--- src/rtl/uart_line_receiver.sv ---
// Line assembler behind uart_rx: collects bytes up to a CR/LF terminator with
// backspace editing, then hands the held line out over a valid/ready read port.
module uart_line_receiver #(
   parameter int unsigned MAX_LEN = 64,
   parameter int unsigned LEN_W   = 7
) (
   input  logic             clk,
   input  logic             rst_n,
   input  logic [7:0]       rx_data,
   input  logic             rx_data_valid,
   output logic             rx_data_ready,
   input  logic             flush,
   output logic             line_valid,
   output logic [LEN_W-1:0] line_len,
   output logic             line_overflow,
   output logic [7:0]       rd_data,
   output logic             rd_valid,
   output logic             rd_last,
   input  logic             rd_ready
);

   localparam int unsigned      ADDR_W  = (MAX_LEN > 1) ? $clog2(MAX_LEN) : 1;
   localparam logic [LEN_W-1:0] MAX_CNT = LEN_W'(MAX_LEN);
   localparam logic [7:0]       CH_CR   = 8'h0D;
   localparam logic [7:0]       CH_LF   = 8'h0A;
   localparam logic [7:0]       CH_BS   = 8'h08;
   localparam logic [7:0]       CH_DEL  = 8'h7F;

   typedef enum logic {
      FILL  = 1'b0,
      DRAIN = 1'b1
   } state_t;

   state_t           state, state_d;
   logic [LEN_W-1:0] count, count_d;
   logic [LEN_W-1:0] rd_ptr, rd_ptr_d;
   logic [LEN_W-1:0] len_d;
   logic             ovf, ovf_d;
   logic             lovf_d;
   logic             mem_we;
   logic             drain_d;
   logic [7:0]       rd_data_d;
   logic             rd_last_d;
   logic             rx_hs, rd_hs;
   logic             is_term, is_bs;

   logic [7:0] line_mem [MAX_LEN];

   assign rx_hs   = rx_data_valid & rx_data_ready;
   assign rd_hs   = rd_valid & rd_ready;
   assign is_term = (rx_data == CH_CR) || (rx_data == CH_LF);
   assign is_bs   = (rx_data == CH_BS) || (rx_data == CH_DEL);

   // State register
   always_ff @(posedge clk or negedge rst_n) begin
      if (!rst_n) begin
         state <= FILL;
      end else begin
         state <= state_d;
      end
   end

   // Next-state, counters and next values of the registered line outputs
   always_comb begin
      state_d   = state;
      count_d   = count;
      rd_ptr_d  = rd_ptr;
      ovf_d     = ovf;
      len_d     = line_len;
      lovf_d    = line_overflow;
      mem_we    = 1'b0;
      drain_d   = 1'b0;
      rd_data_d = 8'h00;
      rd_last_d = 1'b0;

      if (flush) begin
         state_d  = FILL;
         count_d  = '0;
         rd_ptr_d = '0;
         ovf_d    = 1'b0;
         len_d    = '0;
         lovf_d   = 1'b0;
      end else begin
         unique case (state)
            FILL: begin
               if (rx_hs) begin
                  if (is_term) begin
                     // Empty terminator swallows the LF of CR/LF and blank lines
                     if (count != '0) begin
                        state_d  = DRAIN;
                        len_d    = count;
                        lovf_d   = ovf;
                        rd_ptr_d = '0;
                     end
                  end else if (is_bs) begin
                     if (count != '0) begin
                        count_d = count - LEN_W'(1);
                     end
                  end else if (count < MAX_CNT) begin
                     mem_we  = 1'b1;
                     count_d = count + LEN_W'(1);
                  end else begin
                     ovf_d = 1'b1;
                  end
               end
            end
            DRAIN: begin
               if (rd_hs) begin
                  if (rd_last) begin
                     state_d  = FILL;
                     count_d  = '0;
                     rd_ptr_d = '0;
                     ovf_d    = 1'b0;
                     len_d    = '0;
                     lovf_d   = 1'b0;
                  end else begin
                     rd_ptr_d = rd_ptr + LEN_W'(1);
                  end
               end
            end
            default: begin
               state_d = FILL;
            end
         endcase
      end

      // Read port is presented from the pointer value that will be held next cycle
      drain_d = (state_d == DRAIN);
      if (drain_d) begin
         rd_data_d = line_mem[rd_ptr_d[ADDR_W-1:0]];
         rd_last_d = (rd_ptr_d == (len_d - LEN_W'(1)));
      end
   end

   // Counters and registered outputs
   always_ff @(posedge clk or negedge rst_n) begin
      if (!rst_n) begin
         count         <= '0;
         rd_ptr        <= '0;
         ovf           <= 1'b0;
         line_len      <= '0;
         line_overflow <= 1'b0;
         rx_data_ready <= 1'b1;
         line_valid    <= 1'b0;
         rd_valid      <= 1'b0;
         rd_last       <= 1'b0;
         rd_data       <= 8'h00;
      end else begin
         count         <= count_d;
         rd_ptr        <= rd_ptr_d;
         ovf           <= ovf_d;
         line_len      <= len_d;
         line_overflow <= lovf_d;
         rx_data_ready <= ~drain_d;
         line_valid    <= drain_d;
         rd_valid      <= drain_d;
         rd_last       <= rd_last_d;
         rd_data       <= rd_data_d;
      end
   end

   // Line storage; contents are don't-care until written
   always_ff @(posedge clk) begin
      if (mem_we) begin
         line_mem[count[ADDR_W-1:0]] <= rx_data;
      end
   end

endmodule

--- config.mk ---
export PLATFORM = sky130hd
export DESIGN_NAME = uart_line_receiver
export DESIGN_NICKNAME = d
export VERILOG_FILES = /design/src/rtl/uart_line_receiver.sv
export SDC_FILE = /design/constraint.sdc
export NUM_CORES = 1
export LEC_CHECK = 0
export BUFFER_PORTS_ARGS = -buffer_cell sky130_fd_sc_hd__buf_2
export CORE_ASPECT_RATIO = 1.1
export CORE_UTILIZATION = 50
export CTS_CLUSTER_DIAMETER = 200
export DETAILED_ROUTE_END_ITERATION = 10
export PLACE_DENSITY = 0.66
export SYNTH_ARGS = -nofsm -noshare
export SYNTH_HDL_FRONTEND = slang
export SYNTH_SLANG_ARGS = --single-unit
--- constraint.sdc ---
create_clock -name clk -period 3.7 [get_ports clk]
set_clock_uncertainty 0.15 [all_clocks]
set_input_delay 0.74 -clock clk [delete_from_list [all_inputs] [get_ports clk]]
set_output_delay 0.74 -clock clk [all_outputs]
set_load 0.03 [all_outputs]
==> results.md <==
* Vias in the first global route at 14.5k
* Synth top area share at 68.3%
* Area leader, netlist: edfxtp_1
* Critical-path maximum fanout at 7
* H-tree levels at 2
* Hold WS at 103 ps
* Final Max Tran Viols at 0
* Total gr overflow at 0
* Logic pwr share at 2.5%
* Minimum clock period at 3670 ps
* WL/cell at 26.3 um
* Most used DFF post-synth: edfxtp_1
* Clk sinks at 546
* Number of enable flip-flop cells after synthesis at 512
* Max VDD drop at 388 uV
* Critical Path End Type: register
* Initial antenna violation count at 0
* Pin count of the biggest net entering global routing at 65
* Critical Path Max Stage Delay at 670 ps
* Initial cell density of the core at 50.7%
* Net Switching at 2460 uW
* Main area contributors after synthesis: edfxtp_1, nand2_1, dfrtp_1
* Relative slew margins at 38.4%
* Max layer used: met4
* P&R area growth vs syn at 15.8%
* Final hold violations at 0
* Cts hold-fix bufs at 0
* Initial detailed-routing violation count at 1,973
* PortBufs at 32
* Fill cells at 3,411
* Top Ports at 33
* Syn nets at 1,616
* Slowest cell on crit path: o21ai_0
* DP Cell Count at 2,287
* Global-route wire length before repair at 92,800 um
* DR WL met2 at 28,900 um
* RR Startpoint: count[6]
* DRT Pass-1 Iters at 5
* Clock group share of total power at 41.2%
* Cell-internal power at 9580 uW
* Sequential share of power at 56.3%
* Non-filler cells in the finished layout at 2,381
* CTS clk-pin slew, worst paths at 60 ps
* Most frequent CP cell: o21ai_0
* Clock Tree Buf Depth at 3
* Detail Placement HPWL at 41,700 um
* Fin area at 26,100 um^2
* Post-DP Area at 24,500 um^2
* Setup slack after layout at 26.4 ps
* Total wire length at 62,700 um
* Final RePlAce weighted congestion at 0.984
* Fmax at 272 MHz
* Sequential element share of the synthesized area at 72.1%
* Tcrit/Tclk final at 99.3%
* Ant. Diodes at 0
* Routed Antenna Nets at 0
* Vias post-DR at 15.0k
* Kind of start point of the critical path: input pin
* Final-report setup violation count at 0
* DRC errors left at 0
* Power per cell area at 462 nW/um^2
* CP Data Arrival Time at 3990 ps
* Total Die Area at 45,900 um^2
* TNS Setup at 0 ps
* Cell Chain, Critical Path: buf_2 > buf_4 > nand3_1 > buf_4 > o21ai_0 > nand2_1 > inv_1 > ha_1 > nor2b_1 > o21ai_0 > nand2b_1 > a21o_1 > a21oi_1 > xor2_1 > o21ai_0
* Critical Path RT at 4010 ps
* Lkg Pwr at 0.00891 uW
* Mapped Cells at 1,594
* Status: completed
* Height of the die at 225 um
* CTS Buf Count at 53
* TritonCTS clock tree: built
* Synthesized cell area at 22,500 um^2
* GRT Total Usage at 27.8%
* Yosys cell types at 82
* Syn. warnings at 0
* Mean Syn Cell Area at 14.1 um^2
* Worst hold path type: in -> async
* Share of flip-flops with an asynchronous set or reset at 6.23%
* Flops & latches, synth at 546
* Final nets at 1,785
* Switching Share at 20.4%
* CP Launch Point: rx_data[6]
* FF-to-FF path depth at 12
* Worst-skew pair later-pin latency at 590 ps
* Die width at 204 um
* Worst slew pin tran at 920 ps
* Total core area at 44,400 um^2
* Most frequent cells in the layout: edfxtp_1, nand2_1, buf_4
* Met3 WL post-DR at 6370 um
* Crit Path Category: in -> reg
* Clock root cell: clkbuf_16
* Max-Cap Viols at 0
* Row cnt at 81
* Fraction of layout instances using a drive strength above 1 at 18.6%
* Commonest non-fill, non-tap cell in the layout: edfxtp_1
* Post-place setup slack at -707 ps
* WL met1 at 25,400 um
* Vias/cell at 6.30
[final timing paths]
check	endpoint	slack, ps
hold reg to reg	ovf	370
min in group clk	ovf	370
max in group asynchronous	rd_valid	2750
hold / removal	count[4]	100
setup / recovery	count[6]	30
setup reg to reg	rd_data[1]	70
[through the flow]
step	total power, uW	util, %
after detailed placement	7200	55.1
after CTS	12100	58.7
final	12000	58.7
after global routing	12300	58.7
after global placement	7200	55.1
after floorplan	6990	-
[cell type report]
| type | count | area [um^2] | share of cell area [%] |
|---|---|---|---|
| clock inverter | 35 | 214 | 0.821 |
| timing repair buffer | 224 | 1760 | 6.77 |
| clock buffer | 57 | 1340 | 5.15 |
| inverter | 17 | 70.1 | 0.269 |
| multi-input combinational | 921 | 5720 | 22.0 |
| tap | 581 | 727 | 2.79 |
| sequential | 546 | 16200 | 62.3 |
[registers in the layout, indices dropped and copies added, names as in the netlist]
register	flops
ovf	1
rd_last	1
rd_ptr	7
count	7
rd_data	8
rx_data_ready	1
line_overflow	1
line_mem	512
rd_valid	1
line_len	7
[synthesized netlist by cell type, types with 4 or more instances]
cell type,count
edfxtp_1,512
mux2i_1,36
buf_4,13
buf_2,27
xnor2_1,9
nand4_1,13
nor4_1,7
buf_6,6
inv_1,12
nand3_1,59
or3_1,8
a21oi_1,34
nor2_1,87
a311oi_1,11
and3_1,44
nor3_1,19
and4_1,7
nand2_1,224
buf_1,8
o21ai_0,58
mux2_2,7
dfrtp_1,33
nor3b_1,4
a211oi_1,38
ha_1,8
inv_2,4
xor2_1,6
a32o_1,5
a221o_1,19
nor2b_1,4
o221ai_1,13
a221oi_1,61
a31oi_1,44
a32oi_1,7
clkbuf_1,55
a21o_1,6
a211o_1,6
a22oi_1,12
[worst max-delay path: cells and delay by family]
kind / cells / cell delay (ps)
AND/OR/NAND/NOR: 4 / 610
adder cells (fa/ha/maj): 1 / 260
buffers and inverters: 4 / 890
XOR/XNOR: 1 / 180
AO/OA/AOI/OAI: 5 / 1300
[per-layer routing]
metal  vias to the layer above  global-route usage, %
met5                         -                      0
met4                         0                   9.41
met3                       126                   6.27
met2                       854                   42.7
met1                      7443                   39.2
li1                       6587                      -
[power groups by stage]
stage	combinational [uW]	clock [uW]	sequential (uW)
final	306	4960	6780
after global routing	323	5210	6770
after CTS	300	5000	6780
after detailed placement	297	0	6910
after global placement	294	0	6910
after floorplan	81.2	0	6910
[timing repair]
item                       4_1_cts  5_1_grt
setup buffers                    0        2
pin swaps                        0        1
gates resized for setup          2        2
setup endpoints to repair        2        3
gates cloned                     0        0
[kinds of logic (layout without fill, tap and decap cells)]
kind of cell,count (synthesis),in the layout,synth area share (%)
flip-flops,546,546,72.1
AND/OR/NAND/NOR,502,502,10.4
AO/OA/AOI/OAI,352,352,11.7
buffers and inverters,127,333,2.76
multiplexers,43,43,1.95
XOR/XNOR,15,15,0.584
adder cells (fa/ha/maj),9,9,0.534
No activity file was read; power rests on OpenSTA's default activity.
